--- src/rtl/hazard_scoreboard.sv ---
`default_nettype none
// ============================================================================
// Module      : hazard_scoreboard
// Description : Hazard and forwarding controller for the pipelined LEGv8 core.
//               Tracks in-flight destinations in a DEPTH-slot shift
//               scoreboard behind ID and produces load-use stalls, EX operand
//               forward selects, branch flushes and saturating stall/flush
//               performance counters.
// Revision    : 1.0 - initial release
// ============================================================================
module hazard_scoreboard #(
    parameter  int REG_W        = 5,
    parameter  int DEPTH        = 3,
    parameter  int ALU_READY    = 1,
    parameter  int LOAD_READY   = 2,
    parameter  int BRANCH_STAGE = 2,
    parameter  int ZERO_REG     = 31,
    parameter  int CNT_W        = 16,
    localparam int FW           = $clog2(DEPTH + 1)
) (
    input  logic             CLK,
    input  logic             RESET_N,
    input  logic             issue_valid,
    input  logic [REG_W-1:0] issue_rd,
    input  logic             issue_regwrite,
    input  logic             issue_memread,
    input  logic [REG_W-1:0] src_a,
    input  logic             src_a_used,
    input  logic [REG_W-1:0] src_b,
    input  logic             src_b_used,
    input  logic             branch_taken,
    output logic             stall_id,
    output logic             pc_write,
    output logic             ifid_write,
    output logic             flush_ifid,
    output logic             flush_idex,
    output logic [FW-1:0]    fwd_a_sel,
    output logic [FW-1:0]    fwd_b_sel,
    output logic [CNT_W-1:0] stall_count,
    output logic [CNT_W-1:0] flush_count
);

    localparam logic [REG_W-1:0] c_zero_reg   = REG_W'(ZERO_REG);
    localparam logic [FW-1:0]    c_alu_ready  = FW'(ALU_READY);
    localparam logic [FW-1:0]    c_load_ready = FW'(LOAD_READY);

    // Scoreboard slots: index k is the instruction k stages ahead of ID.
    logic [DEPTH:1]   slot_valid_q, slot_valid_d;
    logic [DEPTH:1]   slot_rw_q,    slot_rw_d;
    logic [DEPTH:1]   slot_mr_q,    slot_mr_d;
    logic [REG_W-1:0] slot_rd_q [1:DEPTH];
    logic [REG_W-1:0] slot_rd_d [1:DEPTH];

    logic [CNT_W-1:0] stall_cnt_q, stall_cnt_d;
    logic [CNT_W-1:0] flush_cnt_q, flush_cnt_d;

    logic [DEPTH:1]   w_producer;
    logic             w_hazard_a;
    logic             w_hazard_b;
    logic             w_stall;
    logic             w_accept;
    logic [FW-1:0]    w_fwd_a;
    logic [FW-1:0]    w_fwd_b;

    // A slot only produces a value worth tracking if it really writes a
    // register other than XZR.
    generate
        for (genvar k = 1; k <= DEPTH; k++) begin : g_producer
            assign w_producer[k] = slot_valid_q[k] & slot_rw_q[k] &
                                   (slot_rd_q[k] != c_zero_reg);
        end
    endgenerate

    // Identical match/readiness logic for both source operands.
    generate
        for (genvar o = 0; o < 2; o++) begin : g_operand
            logic [REG_W-1:0] w_src;
            logic             w_en;
            logic             w_hit;
            logic             w_is_load;
            logic [FW-1:0]    w_slot;
            logic             w_ready;
            logic [FW-1:0]    w_fwd;
            logic             w_hazard;

            assign w_src = (o == 0) ? src_a : src_b;
            assign w_en  = ((o == 0) ? src_a_used : src_b_used) &
                           (w_src != c_zero_reg);

            // Scan oldest to youngest so the last hit is the youngest producer.
            always_comb begin
                w_hit     = 1'b0;
                w_is_load = 1'b0;
                w_slot    = '0;
                for (int k = DEPTH; k >= 1; k--) begin
                    if (w_en && w_producer[k] && (slot_rd_q[k] == w_src)) begin
                        w_hit     = 1'b1;
                        w_is_load = slot_mr_q[k];
                        w_slot    = FW'(k);
                    end
                end
            end

            assign w_ready  = w_slot >= (w_is_load ? c_load_ready : c_alu_ready);
            assign w_fwd    = (w_hit && w_ready) ? w_slot : '0;
            assign w_hazard = issue_valid & w_hit & ~w_ready;
        end
    endgenerate

    assign w_hazard_a = g_operand[0].w_hazard;
    assign w_hazard_b = g_operand[1].w_hazard;
    assign w_fwd_a    = g_operand[0].w_fwd;
    assign w_fwd_b    = g_operand[1].w_fwd;

    // A taken branch overrides any pending stall: the ID instruction is
    // squashed anyway, so holding it would only waste a cycle.
    assign w_stall  = (w_hazard_a | w_hazard_b) & ~branch_taken;
    assign w_accept = issue_valid & ~w_stall & ~branch_taken;

    // Next scoreboard state: shift one slot, fill slot 1, clear wrong-path slots.
    always_comb begin
        slot_valid_d = '0;
        slot_rw_d    = '0;
        slot_mr_d    = '0;
        for (int k = 1; k <= DEPTH; k++) begin
            slot_rd_d[k] = '0;
        end

        slot_valid_d[1] = w_accept;
        slot_rw_d[1]    = issue_regwrite;
        slot_mr_d[1]    = issue_memread;
        slot_rd_d[1]    = issue_rd;

        for (int k = 2; k <= DEPTH; k++) begin
            slot_valid_d[k] = slot_valid_q[k-1];
            slot_rw_d[k]    = slot_rw_q[k-1];
            slot_mr_d[k]    = slot_mr_q[k-1];
            slot_rd_d[k]    = slot_rd_q[k-1];
            // Slots 2..BRANCH_STAGE now hold instructions fetched after the
            // branch; the branch itself lands in BRANCH_STAGE+1 untouched.
            if (branch_taken && (k <= BRANCH_STAGE)) begin
                slot_valid_d[k] = 1'b0;
            end
        end
    end

    // Saturating counters: hold at all-ones rather than wrap.
    always_comb begin
        stall_cnt_d = stall_cnt_q;
        flush_cnt_d = flush_cnt_q;
        if (w_stall && (stall_cnt_q != {CNT_W{1'b1}})) begin
            stall_cnt_d = stall_cnt_q + CNT_W'(1);
        end
        if (branch_taken && (flush_cnt_q != {CNT_W{1'b1}})) begin
            flush_cnt_d = flush_cnt_q + CNT_W'(1);
        end
    end

    // State registers; asynchronous reset empties the pipe and clears counters.
    always_ff @(posedge CLK or negedge RESET_N) begin
        if (!RESET_N) begin
            slot_valid_q <= '0;
            slot_rw_q    <= '0;
            slot_mr_q    <= '0;
            for (int k = 1; k <= DEPTH; k++) begin
                slot_rd_q[k] <= '0;
            end
            stall_cnt_q  <= '0;
            flush_cnt_q  <= '0;
        end else begin
            slot_valid_q <= slot_valid_d;
            slot_rw_q    <= slot_rw_d;
            slot_mr_q    <= slot_mr_d;
            for (int k = 1; k <= DEPTH; k++) begin
                slot_rd_q[k] <= slot_rd_d[k];
            end
            stall_cnt_q  <= stall_cnt_d;
            flush_cnt_q  <= flush_cnt_d;
        end
    end

    assign stall_id    = w_stall;
    assign pc_write    = ~w_stall;
    assign ifid_write  = ~w_stall;
    assign flush_ifid  = branch_taken;
    assign flush_idex  = branch_taken;
    assign fwd_a_sel   = w_fwd_a;
    assign fwd_b_sel   = w_fwd_b;
    assign stall_count = stall_cnt_q;
    assign flush_count = flush_cnt_q;

endmodule
`default_nettype wire

--- config.mk ---
export PLATFORM = sky130hd
export DESIGN_NAME = hazard_scoreboard
export DESIGN_NICKNAME = d
export VERILOG_FILES = /design/src/rtl/hazard_scoreboard.sv
export SDC_FILE = /design/constraint.sdc
export NUM_CORES = 1
export LEC_CHECK = 0
export ABC_CLOCK_PERIOD_IN_PS = 9030
export CAP_MARGIN = 40
export CELL_PAD_IN_SITES_DETAIL_PLACEMENT = 0
export CELL_PAD_IN_SITES_GLOBAL_PLACEMENT = 2
export CORE_MARGIN = 4
export CORE_UTILIZATION = 35
export CTS_CLUSTER_SIZE = 40
export DETAILED_ROUTE_END_ITERATION = 12
export PLACE_DENSITY_LB_ADDON = 0.1
export SLEW_MARGIN = 25
export SYNTH_ARGS = -nofsm -noshare
export SYNTH_HDL_FRONTEND = slang
export SYNTH_SLANG_ARGS = --single-unit
--- constraint.sdc ---
create_clock -name CLK -period 9.03 [get_ports CLK]
set_input_delay 1.806 -clock CLK [delete_from_list [all_inputs] [get_ports CLK]]
set_output_delay 1.806 -clock CLK [all_outputs]
set_load 0.01 [all_outputs]
==> results of run 1 <==
==> area by class of cell <==
| cell class | instances | area, um^2 | share of cell area |
|---|---|---|---|
| Clock buffer | 5 | 68.8 | 0.0179 |
| Clock inverter | 3 | 90.1 | 0.0234 |
| Inverter | 5 | 18.8 | 0.00488 |
| Multi-Input combinational cell | 195 | 1490 | 0.387 |
| Sequential cell | 56 | 1400 | 0.364 |
| Tap cell | 105 | 131 | 0.0341 |
| Timing Repair Buffer | 66 | 648 | 0.168 |
==> where the power goes <==
part           total (mW)  switching, mW  internal, mW
logic               0.107         0.0455        0.0615
clock network       0.222         0.0830         0.139
registers           0.299         0.0270         0.272
total               0.627          0.155         0.472
==> flip-flops by register name, indices dropped and copies added (netlist names) <==
name / count
slot_mr_q: 3
slot_rw_q: 3
slot_rd_d: 10
stall_count: 16
slot_valid_q: 3
flush_count: 16
slot_rd_q: 5
==> cells in the mapped netlist, types with 3 or more instances <==
master      n
a2111oi_2   4
nor2b_1     4
buf_4       3
nand4_1     9
a211oi_2    6
nand3_1    21
nor3_1      5
o31ai_4     3
nor2_1     17
xnor2_1    34
nand2_1    22
inv_1       5
buf_6       3
a21oi_1     3
xor2_1     26
dfrtp_1    56
and3_1      4
ha_1        6
nor4_2      4
and4_1      3
==> kinds of logic after synthesis <==
kind of cell / after synthesis / share of synthesized area
adders and majority gates: 6 / 0.0252
AOI/OAI and AO/OA: 30 / 0.109
and+or+nand+nor: 95 / 0.175
buffers and inverters: 13 / 0.0278
DFF: 56 / 0.471
xor gates and xnor gates: 60 / 0.177
muxes: 4 / 0.0156
==> routing by layer <==
layer / share of wire / up-vias / track usage
li1: - / 1048 / -
met1: 0.47 / 1044 / 0.190
met2: 0.47 / 44 / 0.209
met3: 0.050 / 7 / 0.0347
met4: 0.0099 / 0 / 0.0342
met5: 0 / - / 0
==> metrics by stage <==
stage	std cells	hold slack, ps	util
global placement	427	356	0.447
CTS	435	382	0.466
detailed placement	427	363	0.447
finish	435	380	0.466
floorplan	264	354	-
global route	435	394	0.466
==> placed cells by master, fill, tap and decap left out, drive strengths merged, types with 4 or more instances in the layout <==
master / instances
a2111oi: 4
a211oi: 8
a21oi: 5
and3: 4
and4: 4
buf: 4
clkbuf: 5
clkdlybuf4s50: 62
dfrtp: 56
ha: 6
inv: 5
nand2: 22
nand3: 21
nand4: 9
nor2: 17
nor2b: 4
nor3: 5
nor4: 4
xnor2: 34
xor2: 26
==> worst paths after layout <==
path / startpoint / to / slack (ps) / cells after the start
worst max-delay path: src_a[2] / stall_id / 1700 / 15
worst min-delay path: slot_rw_q[1]$_DFF_PN0_ / slot_rw_q[2]$_DFF_PN0_ / 380 / 0
worst max register to register: slot_rd_d[2]$_DFF_PN0_ / stall_count[1]$_DFFE_PN0P_ / 5510 / 13
worst min register to register: slot_rw_q[1]$_DFF_PN0_ / slot_rw_q[2]$_DFF_PN0_ / 380 / 0
max in group asynchronous: RESET_N / flush_count[0]$_DFFE_PN0P_ / 6950 / 2
min in group asynchronous: RESET_N / stall_count[15]$_DFFE_PN0P_ / 1610 / 2
==> worst max-delay path, cell delays in order <==
cell and delay, ps:
clkdlybuf4s50_1 580, xnor2_1 160, nand3_1 110, nor4_2 520, nor2b_1 120, a22o_1 200, mux2i_1 180, ha_1 260
nand2b_1 140, a21oi_1 320, o31ai_4 120, buf_4 230, nand2_1 100, and2_1 120, clkdlybuf4s50_1 530
==> impl_metrics.toml, run 1 <==
[logic_synthesis]
synth_cells = 264
synth_edf_count = 0
synthFlopType = "dfrtp_1"
syn-num-nets = 293
synthTopCellsByArea = "dfrtp_1, xnor2_1, xor2_1, nand3_1, nand2_1"
yosysSeqAreaShare = 0.471
synth_warnings = 0
syn_area_per_cell_um2 = 11.3
synthArstFlopShare = 1.00
synthDistinctLibCells = 38
ys_ff_latch = 56
yosys.area.top_type_share = 0.471
syn_area_um2 = 2970
synth_largest_area_cell = "dfrtp_1"

[routing]
antenna_left = 0
wl_per_cell_um = 14.8
drt_iter0_drc = 64
wl_um = 6460
vias_per_cell = 4.93
route.vias.total = 2143
post-route-drc-count = 0
drt-pass1-iter-count = 4

[timing]
finalSetupViolations = 0
fin_worst_skew_ps = 7.17
rsz0062_at_grt = "no"
min_period_over_period = 0.811
min_period_ps = 7330
relSlewSlack = 0.530
final-hold-violation-count = 0
setup_tns_ps = 0
finalMaxSlewViolations = 0
fmax_mhz = 137
setup_slack_ps = 1700
worst_pin_slew_ps = 705

[clocking]
htree_levels = 2
hold_buffers = 0
cts_resized = 0
clockRootBuffer = "clkbuf_8"
cts_tree = "yes"
cts_buffer_depth = 2
cts_buffers = 5
cts_setup_buffers = 0
cts_num_sinks = 56
clk_pin_slew_ps = 100
insertion_delay_ps = 310

[power_and_ir_drop]
p_leak_nw = 1.57
p_per_area_nw_per_um2 = 163
ir_drop_mv = 0.125
finalPower_uw = 627

[critical_path]
cp_data_arrival_time_ps = 5520
end_kind = "primary output"
cp.required_ps = 7220
cp-start-kind = "input pin"
crit_type = "input pin to primary output"
cp_max_fo = 17

[floorplan]
boundaryPins = 64
dieWidth_um = 100
dieArea_um2 = 10000
coreArea_um2 = 8260
rows = 33
start_util = 0.360
fp.dieH_um = 100

[job]
maxCapViolations = 0

[layout]
nNetsFinal = 358
n_antenna_cell = 0
fillCellCount = 811
finalInstanceArea_um2 = 3850
area_growth_pct = 29.4
drive_above_1_share = 0.109

[placement]
dp_hpwl_um = 4790
port_buffers = 63
finalWeightedCongestion = 0.760
pre_cts_ws_ps = 1700
dpl_cell_area_um2 = 3690

[min_path]
hp-class = "flip-flop to flip-flop"

[global_route]
grt_use_total = 0.135
grt_pass1_vias = 2182
grt_max_degree = 57
grt_pass1_wl_um = 10900
antenna_found_initial = 0
grt_overflow = 0

[run_status]
status = "finished, final reports clean"
(Power assumes the default switching activity.)
==> run 2, diff against run 1 <==
ABC_CLOCK_PERIOD_IN_PS = 6000   (was 9030)
CORE_UTILIZATION = 29   (was 35)
clock period = 6 ns   (was 9.03 ns; I/O delays follow)
==> run 2 against run 1 <==
Worst setup slack got worse by 1400 ps; clock-buffer cell count unchanged; via count increased by 0.37%; routed wire length increased by 8.5%; sequential power increased by 51%; non-clock buffer count increased by 6; final cell count increased by 7.8%; power increased by 32%; global-route usage decreased by 0.98 points; core utilization decreased by 7.3 points.
==> impl_metrics.toml, run 2 (same netlist as run 1, synthesis figures left out) <==
[timing]
relSlewSlack = 0.572
final-hold-violation-count = 0
fin_worst_skew_ps = 13.7
min_period_ps = 5700
setup_tns_ps = 0
fmax_mhz = 175
min_period_over_period = 0.950
finalMaxSlewViolations = 0
worst_pin_slew_ps = 642
rsz0062_at_grt = "no"
finalSetupViolations = 0

[routing]
post-route-drc-count = 0
vias_per_cell = 4.59
wl_um = 7000
route.vias.total = 2151
drt-pass1-iter-count = 4
drt_iter0_drc = 56
antenna_left = 0
wl_per_cell_um = 14.9

[layout]
nNetsFinal = 364
drive_above_1_share = 0.125
finalInstanceArea_um2 = 3880
area_growth_pct = 30.4
multi_input_area_um2 = 1490
final_common_cell = "clkdlybuf4s50_1"
seqCellArea_um2 = 1400
layout_common_cells = "clkdlybuf4s50_1, dfrtp_1, xnor2_1"
n_antenna_cell = 0
fillCellCount = 980

[power_and_ir_drop]
switching_share = 0.290
clkPwrFrac = 0.254
p_int_uw = 585
combPwrFrac = 0.200
p_leak_nw = 1.58
p_seq_frac = 0.546
ir_drop_mv = 0.154
finalPower_uw = 825
p_per_area_nw_per_um2 = 213
p_sw_uw = 239

[run_status]
status = "finished, final reports clean"

[placement]
finalWeightedCongestion = 0.792
dp_hpwl_um = 5270
port_buffers = 63
dpl_cell_area_um2 = 3760

[critical_path]
slowest_stage = "clkdlybuf4s50_1"
crit_family = "buffers and inverters"
cp.required_ps = 4800
cp-start-kind = "input pin"
crit_top_cell = "clkdlybuf4s50_1"
end_kind = "primary output"
cp_max_fo = 4
crit_chain = "clkdlybuf4s50_1 -> nand3_1 -> o21ai_1 -> nor4_2 -> buf_4 -> a22o_1 -> mux2i_1 -> ha_1 -> nand2b_1 -> a21oi_1 -> o31ai_4 -> nand2_1 -> and2_1 -> clkdlybuf4s50_1"
path_buf_inv = 3
crit_type = "input pin to primary output"
cp_data_arrival_time_ps = 4500
max_stage_delay_ps = 580

[clocking]
clockRootBuffer = "clkbuf_8"
htree_levels = 2
hold_buffers = 0
cts_buffers = 5
cts_tree = "yes"
cts_setup_buffers = 0
cts_resized = 0
cts_num_sinks = 56
clk_pin_slew_ps = 110
cts_buffer_depth = 2
insertion_delay_ps = 310

[floorplan]
dieWidth_um = 109
start_util = 0.301
fp.dieH_um = 109
dieArea_um2 = 11900
boundaryPins = 64
coreArea_um2 = 9860
rows = 36

[global_route]
grt_use_total = 0.125
grtUsageMet2 = 0.197
use_met1 = 0.176
grt_overflow = 0
grt_pass1_vias = 2337
antenna_found_initial = 0
grt_pass1_wl_um = 11800
grt_max_degree = 57
busiest_layer = "met2"
use_met3 = 0.0249

[job]
maxCapViolations = 0

[min_path]
hp-class = "flip-flop to flip-flop"
-- run 2: power by group through the flow --
stage,Sequential [mW],Combinational [mW],Clock [mW]
floorplan,0.459,0.0681,0
global placement,0.458,0.166,0
detailed placement,0.458,0.165,0
CTS,0.451,0.167,0.219
global route,0.458,0.182,0.233
finish,0.450,0.165,0.209
-- run 2: stage by stage --
step / setup slack (ps) / instances / hold slack (ps) / util
after global routing: 10.7 / 469 / 406 / 0.393
final: 299 / 469 / 383 / 0.393
after floorplan: 1100 / 264 / 354 / -
after CTS: 241 / 468 / 392 / 0.390
after global placement: 301 / 460 / 364 / 0.381
after detailed placement: 249 / 460 / 369 / 0.381
-- run 2: final cells by class --
class | count | share of cell area
clock buffer | 5 | 0.0177
clock inverter | 3 | 0.00484
inverter | 5 | 0.00484
multi-input combinational | 195 | 0.384
sequential | 56 | 0.361
tap | 133 | 0.0429
timing repair buffer | 72 | 0.184
-- run 2: worst paths after layout --
check / startpoint / endpoint / slack, ps / depth (start not counted)
setup / recovery: src_b[1] / stall_id / 300 / 14
hold / removal: slot_rw_q[2]$_DFF_PN0_ / slot_rw_q[3]$_DFF_PN0_ / 380 / 0
setup reg to reg: slot_rd_d[1]$_DFF_PN0_ / stall_count[1]$_DFFE_PN0P_ / 2660 / 13
hold reg to reg: slot_rw_q[2]$_DFF_PN0_ / slot_rw_q[3]$_DFF_PN0_ / 380 / 0
max in group asynchronous: RESET_N / slot_valid_q[1]$_DFF_PN0_ / 4770 / 3
min in group asynchronous: RESET_N / stall_count[13]$_DFFE_PN0P_ / 750 / 2
-- run 2: layer usage --
layer  routed length (um)  vias to the layer above
li1                     -                     1069
met1                 3420                     1033
met2                 3230                       44
met3                  296                        5
met4                   63                        0
met5                    0                        -
==> run 3, diff against run 2 <==
TNS_END_PERCENT = 50   (was unset)
==> results of run 3 <==
Same layout as run 2: the final DEF is identical, and so are final timing and power.
